File: src/rtl/seq_chunk_adder_pkg.sv
// Shared definitions for the multi-cycle chunked adder.
//   - state_e       : FSM state encoding (Idle / Run / Done)
//   - calc_nchunk   : number of CHUNK-bit slices in a WIDTH-bit operand
//   - calc_idx_w    : width of the chunk index register (never below 1 bit)
package seq_chunk_adder_pkg;

  typedef enum logic [1:0] {
    StIdle = 2'd0,
    StRun  = 2'd1,
    StDone = 2'd2
  } state_e;

  localparam int unsigned DefaultWidth = 12;
  localparam int unsigned DefaultChunk = 4;

  function automatic int unsigned calc_nchunk(input int unsigned width,
                                              input int unsigned chunk);
    return width / chunk;
  endfunction

  // A single-chunk configuration still needs a 1-bit index register.
  function automatic int unsigned calc_idx_w(input int unsigned nchunk);
    return (nchunk > 1) ? $clog2(nchunk) : 1;
  endfunction

endpackage

File: src/rtl/chunk_adder.sv
// Combinational CHUNK-bit ripple adder built from full-adder cells.
// Ports:
//   i_a, i_b  : CHUNK-bit addends
//   i_cin     : carry into bit 0
//   o_sum     : CHUNK-bit sum
//   o_cout    : carry out of the top bit
module chunk_adder #(
  parameter int unsigned CHUNK = 4
) (
  input  logic [CHUNK-1:0] i_a,
  input  logic [CHUNK-1:0] i_b,
  input  logic             i_cin,
  output logic [CHUNK-1:0] o_sum,
  output logic             o_cout
);

  logic [CHUNK:0] w_c;

  assign w_c[0] = i_cin;

  for (genvar gi = 0; gi < CHUNK; gi++) begin : g_fa
    logic w_p;
    assign w_p         = i_a[gi] ^ i_b[gi];
    assign o_sum[gi]   = w_p ^ w_c[gi];
    assign w_c[gi + 1] = (i_a[gi] & i_b[gi]) | (w_c[gi] & w_p);
  end

  assign o_cout = w_c[CHUNK];

endmodule

File: src/rtl/seq_chunk_adder.sv
// Multi-cycle adder/subtractor: processes CHUNK bits of WIDTH-bit operands per
// clock with a registered carry between chunks, behind a start/busy/done
// handshake.
// Ports:
//   clk    : rising-edge clock
//   rst    : synchronous active-high reset
//   start  : request, accepted only in Idle or Done
//   sub    : 0 = a + b, 1 = a - b (sampled with start)
//   a, b   : WIDTH-bit operands (sampled with start)
//   busy   : high while chunks are being processed
//   done   : one-cycle result-valid pulse
//   sum    : WIDTH+1-bit result, sum[WIDTH] = carry-out (1 = no borrow on sub)
module seq_chunk_adder
  import seq_chunk_adder_pkg::*;
#(
  parameter int unsigned WIDTH = DefaultWidth,
  parameter int unsigned CHUNK = DefaultChunk
) (
  input  logic             clk,
  input  logic             rst,
  input  logic             start,
  input  logic             sub,
  input  logic [WIDTH-1:0] a,
  input  logic [WIDTH-1:0] b,
  output logic             busy,
  output logic             done,
  output logic [WIDTH:0]   sum
);

  // WIDTH must be a non-zero multiple of CHUNK; no runtime check is made.
  localparam int unsigned NCHUNK = calc_nchunk(WIDTH, CHUNK);
  localparam int unsigned IDX_W  = calc_idx_w(NCHUNK);

  state_e           r_state;
  logic [WIDTH-1:0] r_a;
  logic [WIDTH-1:0] r_b;
  logic [WIDTH-1:0] r_res;
  logic [WIDTH:0]   r_sum;
  logic [IDX_W-1:0] r_idx;
  logic             r_carry;
  logic             r_busy;
  logic             r_done;

  logic [CHUNK-1:0] w_a_chunk;
  logic [CHUNK-1:0] w_b_chunk;
  logic [CHUNK-1:0] w_s_chunk;
  logic             w_cout;
  logic [WIDTH-1:0] w_res_next;
  logic             w_last;

  // Slice selection and merge of the current chunk into the partial result.
  always_comb begin
    w_a_chunk  = r_a[r_idx * CHUNK +: CHUNK];
    w_b_chunk  = r_b[r_idx * CHUNK +: CHUNK];
    w_res_next = r_res;
    w_res_next[r_idx * CHUNK +: CHUNK] = w_s_chunk;
    w_last     = (r_idx == IDX_W'(NCHUNK - 1));
  end

  chunk_adder #(
    .CHUNK (CHUNK)
  ) u_chunk_adder (
    .i_a    (w_a_chunk),
    .i_b    (w_b_chunk),
    .i_cin  (r_carry),
    .o_sum  (w_s_chunk),
    .o_cout (w_cout)
  );

  always_ff @(posedge clk) begin
    if (rst) begin
      r_state <= StIdle;
      r_a     <= '0;
      r_b     <= '0;
      r_res   <= '0;
      r_sum   <= '0;
      r_idx   <= '0;
      r_carry <= 1'b0;
      r_busy  <= 1'b0;
      r_done  <= 1'b0;
    end else begin
      r_done <= 1'b0;
      unique case (r_state)
        StIdle, StDone: begin
          if (start) begin
            // Subtraction is a + ~b + 1: invert b here, the +1 rides in on carry.
            r_a     <= a;
            r_b     <= sub ? ~b : b;
            r_carry <= sub;
            r_idx   <= '0;
            r_busy  <= 1'b1;
            r_state <= StRun;
          end else begin
            r_state <= StIdle;
          end
        end
        StRun: begin
          r_res   <= w_res_next;
          r_carry <= w_cout;
          if (w_last) begin
            // Only the completed result is ever published on sum.
            r_sum   <= {w_cout, w_res_next};
            r_idx   <= '0;
            r_busy  <= 1'b0;
            r_done  <= 1'b1;
            r_state <= StDone;
          end else begin
            r_idx <= r_idx + IDX_W'(1);
          end
        end
        default: begin
          r_busy  <= 1'b0;
          r_state <= StIdle;
        end
      endcase
    end
  end

  assign busy = r_busy;
  assign done = r_done;
  assign sum  = r_sum;

endmodule
File: config.mk
export PLATFORM = sky130hd
export DESIGN_NAME = seq_chunk_adder
export DESIGN_NICKNAME = d
export VERILOG_FILES = /design/src/rtl/seq_chunk_adder_pkg.sv /design/src/rtl/chunk_adder.sv /design/src/rtl/seq_chunk_adder.sv
export SDC_FILE = /design/constraint.sdc
export NUM_CORES = 1
export LEC_CHECK = 0
export CORE_MARGIN = 3
export CORE_UTILIZATION = 29
export DETAILED_ROUTE_END_ITERATION = 10
export HOLD_SLACK_MARGIN = 0.03
export PLACE_DENSITY = 0.53
export SLEW_MARGIN = 20
export SYNTH_ARGS = -nofsm -noshare
export SYNTH_HDL_FRONTEND = slang
export SYNTH_SLANG_ARGS = --single-unit
File: constraint.sdc
create_clock -name clk -period 5 [get_ports clk]
set_input_delay 1 -clock clk [delete_from_list [all_inputs] [get_ports clk]]
set_output_delay 1 -clock clk [all_outputs]
set_load 0.02 [all_outputs]
# --- After elaboration in Yosys (flattened, before gate mapping) ---
# Index checks and enable logic that the tools add are counted.
# Widths: inputs -> output; s select.
classes:
  addsub: 2
  n_eq_ne: 5
  shift: 4
  muxes: 14
  bitwise_logic: 22
  reduce_logical: 8
ops:
  columns: ["op", "n"]
  rows:
  - ["$neg 4->34", 1]
  - ["$shift 4x34->12 const A", 1]
  - ["$shiftx 4x34->12", 1]
  - ["$shiftx 12x5->4", 2]
  - ["$bwmux 12", 1]
  - ["$mux 12", 1]
  - ["$not 12->12", 1]
  - ["$and 1x1->1", 8]
  - ["$pmux 2 s2", 2]
  - ["$reduce_and 2->1", 4]
  - ["$xor 1x1->1", 8]
  - ["$mux 2", 3]
  - ["$mux 1", 5]
  - ["$eq 2x2->1 const B", 2]
  - ["$ne 2x2->1 const B", 2]
  - ["$or 1x1->1", 4]
  - ["$pmux 1 s2", 2]
  - ["$reduce_or 2->1", 2]
  - ["$add 2x1->2 const B", 1]
  - ["$eq 2x1->1 const B", 1]
  - ["$logic_not 2->1", 1]
  - ["$reduce_bool 2->1", 1]
  - ["$not 1->1", 1]
word_totals:
  regBits: 56
  input_bits: 28
  out_inout_bits: 15
  word_cells: 64

# --- Depth between registers and ports, before layout ---
# Gate-level depths: netlist of the first run.
depth:
  ltp_word: 11
  depth_mapped: 13
  ltp_nobuf: 12

# --- Modules after synthesis ---
# From an unflattened synthesis of the first run, not the netlist that was laid out.
hier_totals:
  cells_unflattened: 300
  area_unflattened_um2: 2621.3
by_module_without_submodules:
  columns: ["mod", "n_inst", "cells_each", "area_each_um2"]
  rows:
  - ["seq_chunk_adder", 1, 286, 2503.7]
  - ["chunk_adder", 1, 14, 117.6]

# --- Least setup slack after synthesis of the first run ---
# Ideal clock, no wire load.
synth_path:
  path_type: "register to register"
  from: "reg r_idx[0]"
  to: "reg r_sum[11], in the netlist sum[11]"
  arrival_time_ps: 2703
  setup_slack_ps: 2160
  stages_incl_launch_ff: 12
  synth_period_minus_slack_ps: 2840
  cell_sequence: "dfxtp_1 > nor2b_1 > a21oi_1 > fa_1 > inv_1 > fa_1 > inv_1 > fa_1 > inv_1 > fa_1 > a221oi_2 > nor3_2"
synth_between:
  elab_chain_len: 11
  elab_cells_between_ends: 25
  classes_between: "add/sub (1); eq/ne (1); shift (4); mux (1); bitwise (17); reduce/logical (1)"
synth_lines:
  columns: ["item", "line", "source"]
  rows:
  - ["start, declared", "seq_chunk_adder.sv:39", "logic [IDX_W-1:0] r_idx;"]
  - ["start signal, assigned", "seq_chunk_adder.sv:108", "r_idx <= r_idx + IDX_W'(1);"]
  - ["$shiftx 12x5->4, on equally long branches", "seq_chunk_adder.sv:53, seq_chunk_adder.sv:54", null]
  - ["$xor 1x1->1", "chunk_adder.sv:23", "assign w_p = i_a[gi] ^ i_b[gi];"]
  - ["$and 1x1->1", "chunk_adder.sv:25", "assign w_c[gi + 1] = (i_a[gi] & i_b[gi]) | (w_c[gi] & w_p);"]
  - ["$or 1x1->1", "chunk_adder.sv:25", null]
  - ["$and 1x1->1", "chunk_adder.sv:25", null]
  - ["$or 1x1->1", "chunk_adder.sv:25", null]
  - ["$and 1x1->1", "chunk_adder.sv:25", null]
  - ["$or 1x1->1", "chunk_adder.sv:25", null]
  - ["$xor 1x1->1", "chunk_adder.sv:24", "assign o_sum[gi] = w_p ^ w_c[gi];"]
  - ["$shiftx 4x34->12", "seq_chunk_adder.sv:56", "w_res_next[r_idx * CHUNK +: CHUNK] = w_s_chunk;"]
  - ["$bwmux 12", "seq_chunk_adder.sv:56", null]
  - ["end signal, assigned", "seq_chunk_adder.sv:102", "r_sum <= {w_cout, w_res_next};"]
  - ["end, declared", "seq_chunk_adder.sv:38", "logic [WIDTH:0] r_sum;"]
# Parallel ways exist; a longest one is shown, timed or not.
# A chain may end at the register's enable or synchronous reset.

# --- Worst setup path after layout of the first run ---
layout_path:
  from: "reg r_idx[0]"
  to: "reg r_sum[3], in the netlist sum[3]"
# The elaborated chain is that of the path after synthesis.

==> Implementation_results.wiki, run 1 <==
{| class="wikitable"
! Metric !! Value
|-
| Run status || complete, no violations
|-
| Global-route wire length before repair || around 10000 um
|-
| Total Routing Usage GR || 0.120
|-
| Commonest register cell after synthesis || dfxtp_1
|-
| Worst skew pair latency || 310 ps
|-
| Power per cell area || 278 nW/um^2
|-
| Area used by sequential logic in the layout || between 1000 and 1500 sq um
|-
| Post-synthesis register bit count || 56
|-
| I/O pin count || 43
|-
| Capturing point of the worst reg2reg path || sum[3]$_SDFFE_PP0P_
|-
| Net count reported at finish || 351
|-
| Port Buf Inserts || 42
|-
| Hpwl dp || 4100 um
|-
| Tightest Hold Check Type || reg2reg
|-
| Post-synthesis cell type with the largest combined area || dfxtp_1
|-
| Register area share after synthesis || 0.411
|-
| Full die area || 10600 sq um
|-
| Final critical-path share of the clock period || 0.667
|-
| Worst hold endpoint || r_a[0]$_SDFFE_PP0P_
|-
| Cells taking the most area after synthesis || dfxtp_1 (41%), a221oi_2 (6.6%), nor2_1 (6.1%), nand2_1 (4.3%), xnor2_1 (3.9%)
|-
| Core area || 8930 sq um
|-
| Number of failing hold endpoints at the final stage || 0
|-
| Maximum fanout count along the critical path || 16
|-
| Clock Root Buffer || clkbuf_8
|-
| Initial antenna violation count || 0
|-
| Resized cells post-CTS || 0
|-
| Share of layout cells above drive strength 1 || 0.121
|-
| Antenna Nets Post-Route || 0
|-
| Setup repair after global routing missed its margin || false
|-
| Ranking of synthesized cells by instance count || dfxtp_1 (56), nor2_1 (44), nand2_1 (31)
|-
| Area of combinational cells with multiple inputs || between 1000 and 1500 sq um
|-
| Final setup fails || 0
|-
| Number of DRC violations after detailed-routing iteration 0 || 70
|-
| Post-place setup slack || roughly 1700 ps
|-
| Worst Min Path Start || r_a[0]$_SDFFE_PP0P_
|-
| # Post-CTS Setup Buffers || 0
|-
| Number of unique standard cell types used by synthesis || 37
|-
| Gate count of the mapped netlist || 287
|-
| Final worst slack || about 1700 ps
|-
| Total negative slack for setup checks || 0 ps
|-
| Y dimension of the die || approximately 100 um
|-
| Hold-critical path depth || 2
|-
| Via count of the first global-routing pass || 1940
|-
| Endpoint arrival time on the critical path || 3520 ps
|-
| MaxCap Viol Count || 0
|-
| Maximum number of pins on one net before global-route repair || 57
|-
| DRC Markers || 0
|-
| Ys Warns || 0
|-
| Clk slew on worst S/H paths || approximately 100 ps
|-
| Startpoint of the worst-slack reg-to-reg timing path || r_idx[0]$_SDFFE_PP0P_
|-
| Worst path required time || between 5000 and 6000 ps
|-
| Sort of element at the start of the critical path || register
|-
| Endpoint class of the critical path || register
|-
| Critical path launch point || r_idx[0]$_SDFFE_PP0P_
|-
| Routability congestion estimate from global placement || around 0.80
|-
| Number of buffers created by CTS || 5
|-
| Achievable clock frequency || roughly 300 MHz
|-
| Number of enable-type register cells in the synthesized netlist || 0
|-
| Die X || 103 um
|-
| Routed wire length || 5870 um
|-
| Synth top area share || 0.411
|-
| Crit Path Category || reg2reg
|-
| Clock tree from TritonCTS || done
|-
| Total standard cell area after synthesis || ~2700 sq um
|-
| Max Slew Vio Count || 0
|-
| Clock sink count || between 50 and 60
|-
| Worst setup slack for register-to-register paths || 1660 ps
|-
| Number of cells on the worst reg-to-reg path || 11
|-
| Transition time at the pin with the least slew margin || 704 ps
|-
| Ys async rst share || 0
|-
| WL per Instance || 13.9 um
|-
| Slew Limit Headroom || 0.529
|-
| Total number of vias || 2013
|-
| Clock tree skew after final layout || roughly 8.4 ps
|-
| Dominant cell by count in the synthesized netlist || dfxtp_1
|-
| Total gr overflow || 0
|-
| Final worst hold slack || ~460 ps
|-
| Leak || 1.19 nW
|-
| Total of hold buffers inserted after clock tree synthesis || 0
|-
| Layout fillers || 929
|-
| Clock tree buffer depth || 2
|-
| DRT Pass-1 Iters || 4
|-
| Area growth from synthesis to final layout || 18.0%
|-
| Syn_nets || 324
|-
| Via density || 4.76
|-
| Initial standard-cell utilization of the core || 0.305
|-
| Tmin final || between 3000 and 4000 ps
|-
| Largest vdd supply drop || 0.111 mV
|-
| Row Count || 34
|-
| H-Tree Depth || 2
|-
| Antenna diodes || 0
|-
| Mean Syn Cell Area || around 9.5 sq um
|}
==> per-layer routing <==
metal | track usage | routed length [um] | vias to the layer above
li1 | - | - | 1046
met1 | 0.168 | 2870 | 927
met2 | 0.189 | 2740 | 36
met3 | 0.0264 | 225 | 4
met4 | 0.0299 | 36 | 0
met5 | 0 | 0 | -
==> power by group <==
part           switching [W]  internal [W]
Sequential         0.0000169      0.000467
Clock               0.000145      0.000101
Combinational      0.0000969     0.0000670
Total               0.000259      0.000635
==> layout make-up <==
| class | instances | area share |
|---|---|---|
| sequential | 56 | 0.348 |
| clock buffer | 7 | 0.0237 |
| timing repair buffer | 43 | 0.132 |
| multi-input combinational | 197 | 0.438 |
| inverter | 11 | 0.0128 |
| clock inverter | 1 | 0.00272 |
| tap | 108 | 0.0420 |
==> how the worst max path moves through the flow <==
stage	end	slack, ps	cells past startpoint
after floorplan	sum[11]$_SDFFE_PP0P_	2160	11
after global placement	sum[11]$_SDFFE_PP0P_	1760	11
after detailed placement	sum[3]$_SDFFE_PP0P_	1670	11
after CTS	sum[3]$_SDFFE_PP0P_	1670	11
after global routing	sum[3]$_SDFFE_PP0P_	1370	11
final	sum[3]$_SDFFE_PP0P_	1660	11
==> layout by cell type (no fill, tap or decap), types with 2 or more instances in the layout <==
cell	count
clkdlybuf4s50_1	41
nand2_1	31
nand3b_1	3
o21ai_0	4
a21oi_1	19
clkbuf_8	5
buf_4	2
a211oi_1	6
inv_1	11
dfxtp_1	56
and4bb_1	2
ha_1	5
nand2b_1	2
a221oi_2	12
nor3_2	9
a211oi_2	6
nand3_1	2
nor3_1	3
nor2_1	44
fa_1	4
nor3b_1	2
a32oi_1	6
a22oi_1	6
clkbuf_1	2
mux2i_1	8
xnor2_1	12
==> sequential cells by signal, summed over array words and instances, names as in the netlist <==
signal	cells
r_res	12
r_b	12
sum	13
done	1
busy	1
r_carry	1
r_idx	2
r_a	12
r_state	2
==> critical path, stage by stage (launching register included) <==
cell and delay, ps:
dfxtp_1 630, nor2b_1 420, a21oi_1 160, fa_1 400, inv_1 70, fa_1 160, inv_1 50, fa_1 350
inv_1 70, fa_1 540, a221oi_2 300, nor3_2 70
==> cells by family after synthesis <==
logic type / after synthesis / synth area share
buf+inv: 34 / 0.0725
mux: 8 / 0.0294
flops: 56 / 0.411
compound gates: 64 / 0.201
simple gates: 104 / 0.195
xor+xnor: 12 / 0.0385
fa+ha+maj: 9 / 0.0523
==> per-stage QoR <==
step	cell area [sq um]	util	power [W]	instances
after CTS	3220	0.360	0.000908	423
after detailed placement	3130	0.351	0.000660	415
after global routing	3220	0.360	0.000948	423
after global placement	3130	0.351	0.000657	415
final	3220	0.360	0.000893	423
after floorplan	2730	-	0.000611	287
No activity file was read; power rests on OpenSTA's default activity.
==> inputs of run 2 (changes only) <==
Settings changed: PLACE_DENSITY 0.53 to 0.55.
Clock period 5 ns to 2.7 ns, I/O delays scaled along.
==> Implementation_results.wiki, run 2 (same netlist as run 1, synthesis figures left out) <==
{| class="wikitable"
! Metric !! Value
|-
| Clock tree skew after final layout || 8.33 ps
|-
| Commonest non-fill, non-tap cell in the layout || dfxtp_1
|-
| Achievable clock frequency || 374 MHz
|-
| Routability congestion estimate from global placement || between 0.8 and 0.9
|-
| WL per Instance || roughly 14 um
|-
| Clk slew on worst S/H paths || 100 ps
|-
| Routed wire length || 5940 um
|-
| DRC Markers || 0
|-
| Share of layout cells above drive strength 1 || 0.198
|-
| MaxCap Viol Count || 0
|-
| Final critical-path share of the clock period || 0.989
|-
| Clock sink count || 56
|-
| Sw frac || 0.275
|-
| Total Routing Usage GR || 0.117
|-
| Crit Path Category || reg2reg
|-
| Setup repair after global routing missed its margin || true
|-
| Hpwl dp || between 4000 and 5000 um
|-
| Number of buffers created by CTS || 5
|-
| Sequential share of power || 0.504
|-
| Total number of vias || 2067
|-
| Core area || 8930 sq um
|-
| Total gr overflow || 0
|-
| Part of the power in combinational logic || 0.187
|-
| Die X || 103 um
|-
| Total negative slack for setup checks || 0 ps
|-
| Via density || 4.73
|-
| Power per cell area || 525 nW/um^2
|-
| Run status || complete, no violations
|-
| Net count reported at finish || 365
|-
| Clock tree buffer depth || 2
|-
| Sw power || between 0.0004 and 0.0005 W
|-
| Initial antenna violation count || 0
|-
| Worst path required time || a little under 3000 ps
|-
| H-Tree Depth || 2
|-
| Sort of element at the start of the critical path || register
|-
| Tightest Hold Check Type || reg2reg
|-
| Top library cells by usage in the layout, fill and taps aside || dfxtp_1 (54), nor2_1 (44), clkdlybuf4s50_1 (41)
|-
| Layout fillers || 954
|-
| Worst skew pair latency || 310 ps
|-
| Relative contribution of the clock network to total power || 0.309
|-
| Row Count || 34
|-
| Via count of the first global-routing pass || roughly 2000
|-
| Antenna Nets Post-Route || 0
|-
| Total of hold buffers inserted after clock tree synthesis || 0
|-
| Port Buf Inserts || 42
|-
| Slew Limit Headroom || 0.559
|-
| Number of failing hold endpoints at the final stage || 0
|-
| Endpoint class of the critical path || register
|-
| Largest vdd supply drop || 0.198 mV
|-
| Global-route wire length before repair || 9860 um
|-
| Transition time at the pin with the least slew margin || 662 ps
|-
| Number of placed cells counting well taps || approximately 430
|-
| Clock tree from TritonCTS || done
|-
| Number of DRC violations after detailed-routing iteration 0 || 58
|-
| Antenna diodes || 0
|-
| Largest register FFs || 13
|-
| Initial standard-cell utilization of the core || 0.305
|-
| Number of non-filler instances in the completed layout || between 400 and 500
|-
| Tmin final || 2670 ps
|-
| Y dimension of the die || 103 um
|-
| Max Slew Vio Count || 0
|-
| DRT Pass-1 Iters || 4
|-
| Internal power of the cells || 0.00129 W
|-
| Clock Root Buffer || clkbuf_8
|-
| Endpoint arrival time on the critical path || 2870 ps
|-
| Core occupancy in the finished layout || 0.378
|-
| Final worst hold slack || 460 ps
|-
| Area growth from synthesis to final layout || 23.8%
|-
| Full die area || 10600 sq um
|-
| Leak || roughly 1.3 nW
|-
| Final setup fails || 0
|-
| Maximum fanout count along the critical path || 7
|-
| Maximum number of pins on one net before global-route repair || 37
|-
| I/O pin count || 43
|}
==> run 2: changes by cell type in the layout (fill, tap and decap cells not counted), sizes merged <==
cell / delta
buf: +14
bufinv: +1
clkbuf: -1
==> run 2: layout make-up <==
type,instances,area [sq um],area share
clock buffer,6,72.6,0.0215
sequential,56,1130,0.334
multi-input combinational,197,1440,0.426
tap,108,135,0.0400
clock inverter,2,35.0,0.0104
inverter,11,41.3,0.0122
timing repair buffer,57,528,0.156
==> run 2: worst paths after layout <==
| check | start | slack (ps) | endpoint | depth (start not counted) |
|---|---|---|---|---|
| worst min register to register | r_a[3]$_SDFFE_PP0P_ | 460 | r_a[3]$_SDFFE_PP0P_ | 2 |
| worst max-delay path | r_idx[1]$_SDFFE_PP0P_ | 30 | sum[11]$_SDFFE_PP0P_ | 12 |
| worst max register to register | r_idx[1]$_SDFFE_PP0P_ | 30 | sum[11]$_SDFFE_PP0P_ | 12 |
| worst min-delay path | r_a[3]$_SDFFE_PP0P_ | 460 | r_a[3]$_SDFFE_PP0P_ | 2 |
==> run 2: power by group through the flow <==
stage                     registers (W)  logic [W]  clock network (W)
final                          0.000892   0.000332           0.000548
after detailed placement       0.000912   0.000328                  0
after global routing           0.000898   0.000368           0.000597
after CTS                      0.000893   0.000330           0.000568
after floorplan                0.000905   0.000230                  0
after global placement         0.000911   0.000325                  0
==> run 2: through the flow <==
step | power, W | setup slack, ps | area [sq um]
floorplan | 0.00113 | 5.38 | 2750
global route | 0.00186 | -80.4 | 3380
CTS | 0.00179 | 15.5 | 3360
detailed placement | 0.00124 | -36.2 | 3240
global placement | 0.00124 | 23.2 | 3240
finish | 0.00177 | 29.3 | 3380
==> run 2: what timing repair did <==
item,CTS,global route
endpoints found under the hold margin,0,0
gates resized for setup,4,6
buffers inserted,0,1
endpoints found under the setup margin,6,9
pin swaps,2,1
==> run 2: worst max-delay path, cell delays in order, from the launching register on <==
cell and delay (ps):
dfxtp_4 380, buf_4 140, nor2b_4 110, a21oi_2 70, fa_2 350, inv_2 60, fa_2 180, inv_2 40
fa_2 320, inv_2 60, fa_2 490, a221oi_2 290, nor3_2 50
==> run 2: layer usage <==
metal	wire length (um)	track usage	vias up
met2	2810	0.190	34
met3	232	0.0291	7
met4	56	0.0309	0
li1	-	-	1074
met1	2840	0.156	952
met5	0	0	-
==> inputs of run 3 (changes only) <==
Settings changed: SYNTH_HIERARCHICAL set to 1.
==> Implementation_results.wiki, run 3 <==
{| class="wikitable"
! Metric !! Value
|-
| Clock Root Buffer || clkbuf_8
|-
| Port Buf Inserts || 42
|-
| Initial antenna violation count || 0
|-
| Total Routing Usage GR || 0.115
|-
| Worst setup slack for register-to-register paths || 10 ps
|-
| Register area share after synthesis || 0.428
|-
| Tightest Hold Check Type || reg2reg
|-
| Full die area || 10200 sq um
|-
| Y dimension of the die || 101 um
|-
| Worst hold endpoint || r_res[6]$_SDFFE_PP0P_
|-
| DRC Markers || 0
|-
| Post-synthesis register bit count || between 50 and 60
|-
| Final worst hold slack || 462 ps
|-
| Clock tree from TritonCTS || done
|-
| Mean Syn Cell Area || about 8.7 sq um
|-
| Compound-Gate Fraction of Synth Area || 0.169
|-
| Top library cells by usage in the layout, fill and taps aside || dfxtp_1 (54), clkdlybuf4s50_1 (41), nor2_1 (39)
|-
| Tmin final || between 2000 and 3000 ps
|-
| Capturing point of the worst reg2reg path || sum[11]$_SDFFE_PP0P_
|-
| Dominant cell by count in the synthesized netlist || dfxtp_1
|-
| Global-route wire length before repair || 9450 um
|-
| Worst skew pair latency || 300 ps
|-
| Number of DRC violations after detailed-routing iteration 0 || about 70
|-
| MaxCap Viol Count || 0
|-
| Commonest non-fill, non-tap cell in the layout || dfxtp_1
|-
| Share of layout cells above drive strength 1 || 0.110
|-
| Ys Warns || 6
|-
| Total negative slack for setup checks || 0 ps
|-
| Hpwl dp || 4160 um
|-
| Antenna Nets Post-Route || 0
|-
| Number of failing hold endpoints at the final stage || 0
|-
| Power per cell area || between 500 and 600 nW/um^2
|-
| Placed cell area || between 3000 and 4000 sq um
|-
| WL per Instance || 13.0 um
|-
| Setup repair after global routing missed its margin || true
|-
| Final setup fails || 0
|-
| Post-Synth XOR/XNOR Area || 0.0401
|-
| Sort of element at the start of the critical path || register
|-
| Endpoint arrival time on the critical path || 2920 ps
|-
| Total number of vias || 2123
|-
| Post-layout instance area || 3270 sq um
|-
| Row Count || 34
|-
| Total gr overflow || 0
|-
| Core occupancy in the finished layout || 0.373
|-
| H-Tree Depth || 2
|-
| Ranking of synthesized cells by instance count || dfxtp_1 (56), nor2_1 (39), nand2_1 (38)
|-
| Number of enable-type register cells in the synthesized netlist || 0
|-
| Final critical-path share of the clock period || 0.995
|-
| Via density || 4.79
|-
| Leak || 1.17 nW
|-
| Layout fillers || 909
|-
| Gate count of the mapped netlist || 300
|-
| Run status || complete, no violations
|-
| Maximum fanout count along the critical path || 6
|-
| Mux contribution to synthesized area || 0.0305
|-
| I/O pin count || 43
|-
| Antenna diodes || 0
|-
| Clock tree skew after final layout || 7.66 ps
|-
| Slew Limit Headroom || 0.545
|-
| Initial standard-cell utilization of the core || 0.299
|-
| Clk slew on worst S/H paths || 100 ps
|-
| Ys async rst share || 0
|-
| Die X || 101 um
|-
| Max Slew Vio Count || 0
|-
| Number of unique standard cell types used by synthesis || 35
|-
| Syn_nets || 337
|-
| Startpoint of the worst-slack reg-to-reg timing path || r_idx[0]$_SDFFE_PP0P_
|-
| Commonest register cell after synthesis || dfxtp_1
|-
| Adder and majority cell fraction of the synthesized area || 0.0544
|-
| Routability congestion estimate from global placement || between 0.7 and 0.8
|-
| Worst Min Path Start || r_res[6]$_SDFFE_PP0P_
|-
| Core area || 8760 sq um
|-
| Post-synthesis cell type with the largest combined area || dfxtp_1
|-
| Net count reported at finish || between 300 and 400
|-
| Crit Path Category || reg2reg
|-
| Maximum number of pins on one net before global-route repair || 38
|-
| Clock tree buffer depth || 2
|-
| Routed wire length || 5740 um
|-
| Worst path required time || 2930 ps
|-
| Number of cells on the worst reg-to-reg path || 12
|-
| Number of buffers created by CTS || 5
|-
| Post-Synth Simple-Gate Area || 0.212
|-
| Hold-critical path depth || 2
|-
| Synth top area share || 0.428
|-
| Transition time at the pin with the least slew margin || 680 ps
|-
| Achievable clock frequency || approximately 370 MHz
|-
| DRT Pass-1 Iters || 4
|-
| Total standard cell area after synthesis || 2620 sq um
|-
| Main combinational cell family by area after synthesis || simple AND/OR/NAND/NOR gates
|-
| Clock sink count || 56
|-
| Largest vdd supply drop || 0.235 mV
|-
| Endpoint class of the critical path || register
|-
| Area growth from synthesis to final layout || 24.6%
|-
| Via count of the first global-routing pass || 1964
|-
| Largest register FFs || 13
|-
| Total of hold buffers inserted after clock tree synthesis || 0
|-
| Cells taking the most area after synthesis || dfxtp_1 (43%), nor2_1 (5.6%), nand2_1 (5.4%), xnor2_1 (4.0%), a21oi_1 (3.4%)
|}
-- run 3: cell count changes in the layout (fill, tap and decap cells not counted), moves of 7 or more --
cell      previous run  this run
a221oi_2            12         1
buf_4               15         7
nand2_1             31        38
nor2b_1              0        10
nor3_1               3        12
nor3_2               9         0
-- run 3: kinds of logic after synthesis --
family                     count (synthesis)
muxes                                      8
DFF                                       56
AOI/OAI and AO/OA                         63
and+or+nand+nor                          116
buffers and inverters                     36
adders and majority gates                  9
xor gates and xnor gates                  12
-- run 3: critical path: stages (launching register included) --
cell	delay, ps
dfxtp_4	390
mux2i_2	220
o22ai_2	110
fa_2	370
inv_2	70
fa_2	190
inv_2	40
fa_2	320
inv_2	60
fa_1	430
inv_2	150
a311oi_2	100
nor3_1	180
-- run 3: power by group --
part	switching (W)	leakage, nW	internal [W]
logic	0.000175	0.668	0.000142
clock network	0.000263	0.0400	0.000177
registers	0.0000268	0.458	0.000865
-- run 3: area by class of cell --
class                   instances  area [sq um]  share of cell area
repair buffers                 51           499               0.153
clock inverters                 2          12.5             0.00383
well taps                     108           135              0.0414
multi-input cells             208          1380               0.421
inverters                      13          48.8              0.0149
clock buffers                   5          68.8              0.0211
flip-flops and latches         56          1130               0.345
-- run 3: worst max-delay path by stage --
| stage | startpoint | to | cells past startpoint |
|---|---|---|---|
| finish | r_idx[0]$_SDFFE_PP0P_ | sum[11]$_SDFFE_PP0P_ | 12 |
| global route | r_idx[0]$_SDFFE_PP0P_ | sum[11]$_SDFFE_PP0P_ | 12 |
| CTS | r_idx[0]$_SDFFE_PP0P_ | sum[7]$_SDFFE_PP0P_ | 12 |
| detailed placement | r_idx[0]$_SDFFE_PP0P_ | sum[7]$_SDFFE_PP0P_ | 12 |
| global placement | r_idx[0]$_SDFFE_PP0P_ | sum[7]$_SDFFE_PP0P_ | 12 |
| floorplan | r_idx[1]$_SDFFE_PP0P_ | sum[11]$_SDFFE_PP0P_ | 13 |
-- run 3: per-stage QoR --
step / cells / setup WS [ps] / power (W)
final: 443 / 14.3 / 0.00165
after global routing: 443 / -125 / 0.00174
after CTS: 441 / 7.73 / 0.00167
after detailed placement: 434 / -131 / 0.00121
after global placement: 434 / 30.8 / 0.00121
after floorplan: 300 / 0.496 / 0.00111
-- run 3: repair_timing --
action | in CTS | in global routing
resized for setup | 13 | 3
pin swaps | 6 | 4
setup endpoints to repair | 6 | 6
endpoints found under the hold margin | 0 | 0
buffers inserted | 1 | 2
-- run 3: layer usage --
metal  vias to the layer above  wire length [um]  global-route usage
li1                       1106                 -                   -
met1                       969              2870               0.157
met2                        44              2590               0.180
met3                         4               229              0.0249
met4                         0                47              0.0348
met5                         -                 0                   0
